`config.mk`:
```
export PLATFORM = sky130hd
export DESIGN_NAME = bcd_seg_scan_flat
export DESIGN_NICKNAME = d
export VERILOG_FILES = /design/src/rtl/bcd_disp_pkg.sv /design/src/rtl/bcd_seg_scan_if.sv /design/src/rtl/bcd_to_seg7.sv /design/src/rtl/bcd_seg_scan.sv /design/src/flat_wrapper.sv
export SDC_FILE = /design/constraint.sdc
export NUM_CORES = 1
export LEC_CHECK = 0
export CAP_MARGIN = 10
export CORE_MARGIN = 3
export CORE_UTILIZATION = 45
export DETAILED_ROUTE_END_ITERATION = 12
export GPL_TIMING_DRIVEN = 0
export PLACE_DENSITY = 0.74
export SETUP_SLACK_MARGIN = 0.05
export SLEW_MARGIN = 20
export SYNTH_ARGS = -nofsm -noshare
export SYNTH_HDL_FRONTEND = slang
export SYNTH_SLANG_ARGS = --single-unit
```
`constraint.sdc`:
```
create_clock -name clk -period 5.7 [get_ports clk]
set_input_delay 1.14 -clock clk [delete_from_list [all_inputs] [get_ports clk]]
set_output_delay 1.14 -clock clk [all_outputs]
set_load 0.05 [all_outputs]
```
`src/rtl/bcd_disp_pkg.sv`:
```
// ----------------------------------------------------------------------------
// bcd_disp_pkg
// Shared definitions for the 3-digit multiplexed 7-segment display path:
//   - digit_e   : scan position (D0 = ones, D1 = tens, D2 = hundreds)
//   - SEG_*     : active-low segment patterns, bit order {g,f,e,d,c,b,a}
//   - lz_blank(): leading-zero blanking decision for one scan position
// ----------------------------------------------------------------------------
package bcd_disp_pkg;

    typedef enum logic [1:0] {
        D0 = 2'd0,
        D1 = 2'd1,
        D2 = 2'd2
    } digit_e;

    localparam logic [6:0] SEG_0    = 7'h40;
    localparam logic [6:0] SEG_1    = 7'h79;
    localparam logic [6:0] SEG_2    = 7'h24;
    localparam logic [6:0] SEG_3    = 7'h30;
    localparam logic [6:0] SEG_4    = 7'h19;
    localparam logic [6:0] SEG_5    = 7'h12;
    localparam logic [6:0] SEG_6    = 7'h02;
    localparam logic [6:0] SEG_7    = 7'h78;
    localparam logic [6:0] SEG_8    = 7'h00;
    localparam logic [6:0] SEG_9    = 7'h10;
    localparam logic [6:0] SEG_DASH = 7'h3F;   // segment g only
    localparam logic [6:0] SEG_OFF  = 7'h7F;   // all segments dark

    // A digit is blanked only when it and every more significant digit are
    // zero. Zero is a valid nibble, so a dash (A-F) can never be blanked.
    // The ones digit always shows.
    function automatic logic lz_blank(input logic [3:0] hns,
                                      input logic [3:0] tens,
                                      input digit_e     digit_idx);
        logic blank;
        case (digit_idx)
            D2:      blank = (hns == 4'h0);
            D1:      blank = (hns == 4'h0) && (tens == 4'h0);
            default: blank = 1'b0;
        endcase
        return blank;
    endfunction

endpackage

```
`src/rtl/bcd_seg_scan_if.sv`:
```
// ----------------------------------------------------------------------------
// bcd_seg_scan_if
// Bundles the value input and the display pins of bcd_seg_scan.
//   bcd_in     [11:0] {hundreds, tens, ones} BCD value
//   bcd_valid         one-cycle capture strobe for bcd_in
//   seg_n      [6:0]  active-low segments {g,f,e,d,c,b,a}
//   dig_sel_n  [2:0]  active-low digit enables (bit0 ones .. bit2 hundreds)
//   frame_done        one-cycle pulse when the displayed value is refreshed
// master: the value producer / pin observer; slave: the display scanner.
// ----------------------------------------------------------------------------
interface bcd_seg_scan_if;

    logic [11:0] bcd_in;
    logic        bcd_valid;
    logic [6:0]  seg_n;
    logic [2:0]  dig_sel_n;
    logic        frame_done;

    modport master (
        output bcd_in,
        output bcd_valid,
        input  seg_n,
        input  dig_sel_n,
        input  frame_done
    );

    modport slave (
        input  bcd_in,
        input  bcd_valid,
        output seg_n,
        output dig_sel_n,
        output frame_done
    );

endinterface

```
`src/rtl/bcd_to_seg7.sv`:
```
// ----------------------------------------------------------------------------
// bcd_to_seg7
// Combinational BCD nibble to active-low 7-segment decoder. Nibbles A-F,
// which are not BCD, show a dash so bad data is visible on the display.
//   nibble_i [3:0] BCD digit
//   seg_n_o  [6:0] active-low segments {g,f,e,d,c,b,a}
// ----------------------------------------------------------------------------
module bcd_to_seg7
    import bcd_disp_pkg::*;
(
    input  logic [3:0] nibble_i,
    output logic [6:0] seg_n_o
);

    always_comb begin
        case (nibble_i)
            4'd0:    seg_n_o = SEG_0;
            4'd1:    seg_n_o = SEG_1;
            4'd2:    seg_n_o = SEG_2;
            4'd3:    seg_n_o = SEG_3;
            4'd4:    seg_n_o = SEG_4;
            4'd5:    seg_n_o = SEG_5;
            4'd6:    seg_n_o = SEG_6;
            4'd7:    seg_n_o = SEG_7;
            4'd8:    seg_n_o = SEG_8;
            4'd9:    seg_n_o = SEG_9;
            default: seg_n_o = SEG_DASH;
        endcase
    end

endmodule

```
`src/rtl/bcd_seg_scan.sv`:
```
// ----------------------------------------------------------------------------
// bcd_seg_scan
// Time-multiplexed driver for a 3-digit common-anode 7-segment display.
// Incoming values are held in a pending register and copied into the display
// register only at the end of a full scan (frame), so a frame never mixes
// digits from two different values.
//   clk              system clock
//   rst              asynchronous, active-high reset
//   bus (slave)      bcd_in / bcd_valid in; seg_n / dig_sel_n / frame_done out
// Parameters:
//   SCAN_DIV  clock cycles per digit slot (>= 2)
//   GUARD     dark cycles at the start of each slot (0 .. SCAN_DIV-1)
//   BLANK_LZ  1 = blank leading zeros, 0 = always show all three digits
// ----------------------------------------------------------------------------
module bcd_seg_scan
    import bcd_disp_pkg::*;
#(
    parameter int unsigned SCAN_DIV = 50000,
    parameter int unsigned GUARD    = 16,
    parameter bit          BLANK_LZ = 1'b1
) (
    input  logic           clk,
    input  logic           rst,
    bcd_seg_scan_if.slave  bus
);

    localparam int unsigned PW = (SCAN_DIV > 2) ? $clog2(SCAN_DIV) : 1;

    // ------------------------------------------------------------------
    // State
    // ------------------------------------------------------------------
    logic [PW-1:0] presc_q,      presc_d;
    digit_e        digit_q,      digit_d;
    logic [11:0]   pending_q,    pending_d;
    logic          pend_flag_q,  pend_flag_d;
    logic [11:0]   disp_q,       disp_d;
    logic [6:0]    seg_q,        seg_d;
    logic [2:0]    sel_q,        sel_d;
    logic          frame_done_q, frame_done_d;

    logic          slot_end;
    logic          frame_end;
    logic [3:0]    nibble;
    logic [2:0]    sel_onehot;
    logic          blank;
    logic          lit;
    logic [6:0]    seg_dec;

    assign slot_end  = (presc_q == PW'(SCAN_DIV - 1));
    assign frame_end = slot_end && (digit_q == D2);

    // ------------------------------------------------------------------
    // Digit FSM: state register
    // ------------------------------------------------------------------
    // NOTE: clocked state uses non-blocking (<=) so every register samples
    // the pre-edge values of the others, independent of statement order.
    always_ff @(posedge clk or posedge rst) begin
        if (rst) begin
            digit_q <= D0;
        end else begin
            digit_q <= digit_d;
        end
    end

    // Digit FSM: next state. Ring of three slots with no idle state.
    // NOTE: the default assignment first keeps every path assigned, so no
    // latch is inferred when a case arm is missed.
    always_comb begin
        digit_d = digit_q;
        if (slot_end) begin
            case (digit_q)
                D0:      digit_d = D1;
                D1:      digit_d = D2;
                default: digit_d = D0;
            endcase
        end
    end

    // Digit FSM: outputs (selected nibble and its enable bit).
    always_comb begin
        nibble     = disp_q[3:0];
        sel_onehot = 3'b001;
        case (digit_q)
            D1: begin
                nibble     = disp_q[7:4];
                sel_onehot = 3'b010;
            end
            D2: begin
                nibble     = disp_q[11:8];
                sel_onehot = 3'b100;
            end
            default: begin
                nibble     = disp_q[3:0];
                sel_onehot = 3'b001;
            end
        endcase
    end

    // ------------------------------------------------------------------
    // Prescaler and value registers
    // ------------------------------------------------------------------
    always_comb begin
        presc_d     = slot_end ? '0 : presc_q + 1'b1;
        pending_d   = pending_q;
        pend_flag_d = pend_flag_q;
        disp_d      = disp_q;

        if (frame_end) begin
            // A strobe landing on the boundary is newer than anything
            // pending, so it goes straight to the display.
            if (bus.bcd_valid) begin
                disp_d = bus.bcd_in;
            end else if (pend_flag_q) begin
                disp_d = pending_q;
            end
            pend_flag_d = 1'b0;
        end else if (bus.bcd_valid) begin
            pending_d   = bus.bcd_in;
            pend_flag_d = 1'b1;
        end
    end

    // ------------------------------------------------------------------
    // Pin drive: decoded from the current state, registered one cycle late
    // so the pins are glitch-free.
    // ------------------------------------------------------------------
    bcd_to_seg7 u_dec (
        .nibble_i (nibble),
        .seg_n_o  (seg_dec)
    );

    always_comb begin
        blank        = BLANK_LZ && lz_blank(disp_q[11:8], disp_q[7:4], digit_q);
        // Dark guard at the start of each slot hides the previous digit's
        // pattern while the anode drivers switch over (anti-ghosting).
        lit          = (presc_q >= PW'(GUARD)) && !blank;
        seg_d        = lit ? seg_dec : SEG_OFF;
        sel_d        = lit ? ~sel_onehot : 3'b111;
        frame_done_d = frame_end;
    end

    always_ff @(posedge clk or posedge rst) begin
        if (rst) begin
            presc_q      <= '0;
            pending_q    <= '0;
            pend_flag_q  <= 1'b0;
            disp_q       <= '0;
            seg_q        <= SEG_OFF;
            sel_q        <= 3'b111;
            frame_done_q <= 1'b0;
        end else begin
            presc_q      <= presc_d;
            pending_q    <= pending_d;
            pend_flag_q  <= pend_flag_d;
            disp_q       <= disp_d;
            seg_q        <= seg_d;
            sel_q        <= sel_d;
            frame_done_q <= frame_done_d;
        end
    end

    assign bus.seg_n      = seg_q;
    assign bus.dig_sel_n  = sel_q;
    assign bus.frame_done = frame_done_q;

endmodule

```
`src/flat_wrapper.sv`:
```
// flat-port wrapper written by rule: the top's interface ports become plain ports
module bcd_seg_scan_flat import bcd_disp_pkg::*;
#(
    parameter int unsigned SCAN_DIV = 50000,
    parameter int unsigned GUARD    = 16,
    parameter bit          BLANK_LZ = 1'b1
)
  (clk, rst, bus_bcd_in, bus_bcd_valid, bus_seg_n, bus_dig_sel_n, bus_frame_done);
  bcd_seg_scan_if bus_i ();
  input  logic clk;
  input  logic rst;
  input wire logic [$bits(bus_i.bcd_in)-1:0] bus_bcd_in;
  input wire logic [$bits(bus_i.bcd_valid)-1:0] bus_bcd_valid;
  output wire logic [$bits(bus_i.seg_n)-1:0] bus_seg_n;
  output wire logic [$bits(bus_i.dig_sel_n)-1:0] bus_dig_sel_n;
  output wire logic [$bits(bus_i.frame_done)-1:0] bus_frame_done;
  assign bus_i.bcd_in = bus_bcd_in;
  assign bus_i.bcd_valid = bus_bcd_valid;
  assign bus_seg_n = bus_i.seg_n;
  assign bus_dig_sel_n = bus_i.dig_sel_n;
  assign bus_frame_done = bus_i.frame_done;
  bcd_seg_scan #(.SCAN_DIV(SCAN_DIV), .GUARD(GUARD), .BLANK_LZ(BLANK_LZ)) u_core (.clk(clk), .rst(rst), .bus(bus_i));
endmodule
```
# [Yosys cells after proc, flatten, opt, wreduce, memory -nomap -nowiden]
# Memory sizes are Yosys's and may differ from the RTL's.
# Index checks and enable logic that the tools add are counted.
[classes] reduce_logical=11 add_sub_neg=1 magnitude_cmp=1 bitwise=2 eq_ne=3 muxes=11
[ops] operator="12-bit two-way mux" count=2
[ops] operator="16-bit by 1-bit adder with 16-bit output, second input constant" count=1
[ops] operator="16-bit equality test, second input constant" count=1
[ops] operator="16-bit by 5-bit >= comparator with 1-bit output, second input constant" count=1
[ops] operator="16-bit two-way mux" count=1
[ops] operator="4-bit logical NOT" count=2
[ops] operator="4-bit one-hot mux with 2 select lines" count=1
[ops] operator="7-bit two-way mux" count=1
[ops] operator="3-bit one-hot mux with 2 select lines" count=1
[ops] operator="2-bit one-hot mux with 2 select lines" count=1
[ops] operator="2-bit AND reduction" count=2
[ops] operator="2-bit nonzero test" count=2
[ops] operator="1-bit logical AND" count=3
[ops] operator="3-bit two-way mux" count=1
[ops] operator="3-bit inverter" count=1
[ops] operator="2-bit by 1-bit equality test with 1-bit output, second input constant" count=1
[ops] operator="2-bit equality test, second input constant" count=1
[ops] operator="2-bit logical NOT" count=1
[ops] operator="1-bit two-way mux" count=2
[ops] operator="1-bit one-hot mux with 2 select lines" count=1
[ops] operator="1-bit logical NOT" count=1
[ops] operator="1-bit inverter" count=1
[word_totals] inputBits=15 rom_bits=112 reg_bits=54 mem_count=1 out_inout_bits=11 word_cells=38
[mem_list] memory="(name not given)" words=16 width=7 rd=1 rd_ports_with_merged_regs=0 write_ports=0 line="bcd_to_seg7.sv:16" text="case (nibble_i)"

# [Depth between registers and ports, before layout]
# Gate-level depths: netlist (run 1).
[depth] depth_word=6 mapped_depth=9 depth_no_buf=8

# [By module]
# Synthesis (run 1) repeated with hierarchy kept, for this count alone.
[hier_totals] cells_unflattened=234 hier_area_um2=2802.7
[modules_own_cells] module="bcd_seg_scan" cells_per_inst=203 instances=1 area_per_inst_um2=2562.5 seq_area_each_um2=1363.8
[modules_own_cells] module="bcd_to_seg7" cells_per_inst=31 instances=1 area_per_inst_um2=240.2 seq_area_each_um2=0.0

# [Worst setup path after synthesis (run 1)]
# No wires, ideal clock.
[synth_timing] kind="input-to-reg" startpoint="input bus_bcd_valid" endpoint="register u_core.disp_q[0]" path_buffers=1 t_arrival_ps=2040 path_stages=3 path_slack_ps=3535 path_cell_list="dlymetal6s2s_1 -> mux2_2 -> mux2_4"
[synth_via] elab_chain_len=2
[synth_rtl] item="from (decl)" line="flat_wrapper.sv:13" text="input wire logic [$bits(bus_i.bcd_valid)-1:0] bus_bcd_valid;"
[synth_rtl] item="2-bit nonzero test (no line)"
[synth_rtl] item="2-bit AND reduction (no line)"
[synth_rtl] item="to (signal assigned)" line="bcd_seg_scan.sv:155" text="disp_q <= disp_d;"
[synth_rtl] item="to (decl)" line="bcd_seg_scan.sv:36" text="logic [11:0] disp_q, disp_d;"
# Parallel ways exist; a longest one is shown, timed or not.
# A chain may end at the register's enable or synchronous reset.

# [Final worst setup path (run 1)]
[layout_timing] startpoint="register u_core.seg_q[0] (netlist: u_core.bus.seg_n[0])" endpoint="output bus_seg_n[0]"
[layout_lines] item="from (decl)" line="bcd_seg_scan.sv:37" text="logic [6:0] seg_q, seg_d;"
[layout_lines] item="from (signal assigned)" line="bcd_seg_scan.sv:156" text="seg_q <= seg_d;"
[layout_lines] item="to (decl)" line="flat_wrapper.sv:14" text="output wire logic [$bits(bus_i.seg_n)-1:0] bus_seg_n;"
# No word-level cell between the ends.

==> impl_metrics.json, run 1 <==
{
  "die_h_um": 83.7,
  "nNetsFinal": 275,
  "post_cts_resized": 0,
  "powerDensity_nw_per_um2": 225,
  "routabilityCongestion": 0.794,
  "dp_hpwl_um": 3470,
  "die_area_um2": 7010,
  "drive_gt1_share_pct": 29.4,
  "skew_ns": 0.00501,
  "ctsLongestPathBuffers": 2,
  "fin_crit_ns": 2.77,
  "p_leak_nw": 1.38,
  "syn_area_per_cell_um2": 12.5,
  "initial_core_util_pct": 47.9,
  "grt_pass1_wl_um": 8120,
  "clock.fmax_mhz": 361,
  "ys_warn_count": 0,
  "portBuffers": 25,
  "synth_top_area_cell": "dfrtp_1",
  "pre_cts_ws_ns": 2.72,
  "synthesis.nets": 242,
  "htree_levels": 2,
  "vdd_drop_max_mv": 0.125,
  "post-cts-setup-buffers": 0,
  "grt_max_degree": 29,
  "fin_setup_tns_ns": 0,
  "ios": 26,
  "cp_max_fo": 1,
  "max-slew-margin-rel_pct": 52.9,
  "worst_setup_path_start_kind": "flip-flop",
  "tightest_slew_ns": 0.702,
  "ant_nets": 0,
  "clk_latency_ns": 0.30,
  "critPathRequiredTime_ns": 4.56,
  "end_kind": "output port",
  "row_count": 27,
  "die_w_um": 83.7,
  "status": "complete, no violations",
  "setup_viol": 0,
  "cts_tree": "built",
  "vias_per_cell": 5.38,
  "hold_viol": 0,
  "postSynthCellCount": 218,
  "critPathSlowestCell": "clkdlybuf4s50_1",
  "via_count": 1743,
  "clk_pin_slew_ns": 0.09,
  "synth_top_area_share_pct": 40.5,
  "path_buf_inv": 1,
  "cts_buffers": 5,
  "hold_class": "reg2reg",
  "overflow": 0,
  "antenna_found_initial": 0,
  "grt_usage_pct": 14.0,
  "wl_um": 4710,
  "drt-pass1-iter-count": 4,
  "async_reset_ff_share_pct": 100,
  "grt_pass1_vias": 1722,
  "crit_family": "buffers and inverters",
  "ys_seq_area_share_pct": 50.1,
  "diodes": 0,
  "synth_area_leaders": "dfrtp_1 40%, mux2_2 12%, dfstp_2 9.7%",
  "drv_cap": 0,
  "cts.sinks": 54,
  "ctsHoldBuffers": 0,
  "synth_edf_count": 0,
  "yosysUniqueCellTypes": 44,
  "rsz0062_at_grt": "no",
  "crit_type": "reg2out",
  "netlist_area_um2": 2720,
  "crit_arrival_ns": 1.63,
  "detail_route.wl_per_cell_um": 14.5,
  "syn_to_final_growth_pct": 16.9,
  "ys.flop_type": "dfrtp_1",
  "core_area_um2": 5680,
  "path_cells": "clkdlybuf4s50_1",
  "cpPeakStageDelay_ns": 0.80,
  "post-route-period-util_pct": 48.5,
  "drv_slew": 0,
  "drt_iter0_drc": 78,
  "synth-seq-cells": 54,
  "setup_slack_ns": 2.93,
  "cts-root-buf": "clkbuf_8",
  "drcViolationCount": 0
}
cells by family (layout without fill, tap and decap cells):
family                   count (synthesis)  count (layout)  synth area share (%)
flip-flops                              54              54                  50.1
AO/OA/AOI/OAI                           28              28                  6.81
buffers and inverters                   14              48                  3.45
AND/OR/NAND/NOR                         63              63                  14.5
multiplexers                            38              38                  17.1
XOR/XNOR                                12              12                  3.86
adder cells (fa/ha/maj)                  9               9                  4.14
per-stage QoR:
step	std cells	util (%)	instance area, um2	hold slack (ns)	power, W
floorplan	218	-	2720	0.447	0.000467
global placement	315	53.9	3060	0.474	0.000492
detailed placement	316	54.3	3080	0.479	0.000496
CTS	324	56.0	3180	0.492	0.000722
global route	324	56.0	3180	0.506	0.000741
finish	324	56.0	3180	0.493	0.000715
synthesized netlist by cell type (all sizes together) (4+ instances only):
library cell	instances
a21o	4
a21oi	7
a22oi	4
and2	4
and3	5
buf	4
dfrtp	44
dfstp	10
ha	9
inv	9
mux2	38
nand2	8
nand3	5
nand4	9
nor2	14
nor3	5
nor4	6
o21ai	5
xnor2	5
xor2	7
power by group:
group,switching (W),total [W],internal (W),leakage (nW)
registers,0.00000726,0.000408,0.000401,0.666
clock network,0.000118,0.000228,0.000109,0.0519
logic,0.0000391,0.0000793,0.0000402,0.661
total,0.000165,0.000715,0.000550,1.38
area by class of cell:
type | instances | area [um2]
Tap cell | 72 | 90.1
Fill cell | 470 | 2490
Clock buffer | 7 | 96.3
Timing Repair Buffer | 26 | 270
Multi-Input combinational cell | 150 | 1260
Buffer | 5 | 60.1
Clock inverter | 1 | 3.75
Sequential cell | 54 | 1360
Inverter | 9 | 33.8
layer usage:
layer / share of wire [%] / wire length, um / global-route usage [%] / vias up
met5: 0 / 0 / 0 / -
met4: 1.2 / 56 / 4.39 / 0
met3: 3.1 / 146 / 2.96 / 4
met2: 48 / 2280 / 23.0 / 26
met1: 47 / 2230 / 18.6 / 858
li1: - / - / - / 855
final timing paths:
kind / start / endpoint / slack [ns] / cells after the start
max: u_core.bus.seg_n[0] / bus_seg_n[0] / 2.93 / 1
max in group asynchronous: rst / u_core.pending_q[9] / 3.95 / 3
min: u_core.presc_q[0] / u_core.presc_q[0] / 0.49 / 1
max reg2reg: u_core.digit_q[0] / u_core.bus.seg_n[1] / 3.44 / 9
min in group asynchronous: rst / u_core.presc_q[0] / 1.21 / 2
min reg2reg: u_core.presc_q[0] / u_core.presc_q[0] / 0.49 / 1
state kept, by name (all words and copies together) (netlist names):
signal,flops
u_core.pend_flag_q,1
u_core.pending_q,12
u_core.bus.dig_sel_n,3
u_core.bus.frame_done,1
u_core.bus.seg_n,7
u_core.digit_q,2
u_core.disp_q,12
u_core.presc_q,16
layout by cell type (no fill, tap or decap), types with 3 or more instances in the layout:
cell type / count
nand2_1: 8
a21oi_1: 7
dfrtp_1: 44
nand3_1: 4
o21ai_0: 4
clkbuf_8: 7
and3_1: 3
inv_1: 8
clkdlybuf4s50_1: 25
mux2_4: 10
nand4_1: 8
dfstp_2: 10
mux2_2: 28
nor3_1: 4
xnor2_1: 5
ha_1: 9
a21o_1: 4
a22oi_1: 4
nor4_1: 5
nor2_1: 13
xor2_1: 7
(Power assumes the default switching activity.)
==> run 2, diff against run 1 <==
clock period = 2.7 ns   (was 5.7 ns; I/O delays follow)
==> results of run 2 <==
The final DEF is identical to that of run 1. Status: complete, no violations.
Main changes from that run: setup slack after placement 2.72 ns -> 0.316 ns; setup slack after layout 2.93 ns -> 0.445 ns; start point of the critical path u_core.bus.seg_n[0] -> u_core.digit_q[0]; end point of the critical path bus_seg_n[0] -> u_core.bus.seg_n[1]; register-to-register setup slack 3.44 ns -> 0.44 ns; total power 0.000715 W -> 0.00151 W; worst IR drop on VDD 0.125 mV -> 0.263 mV
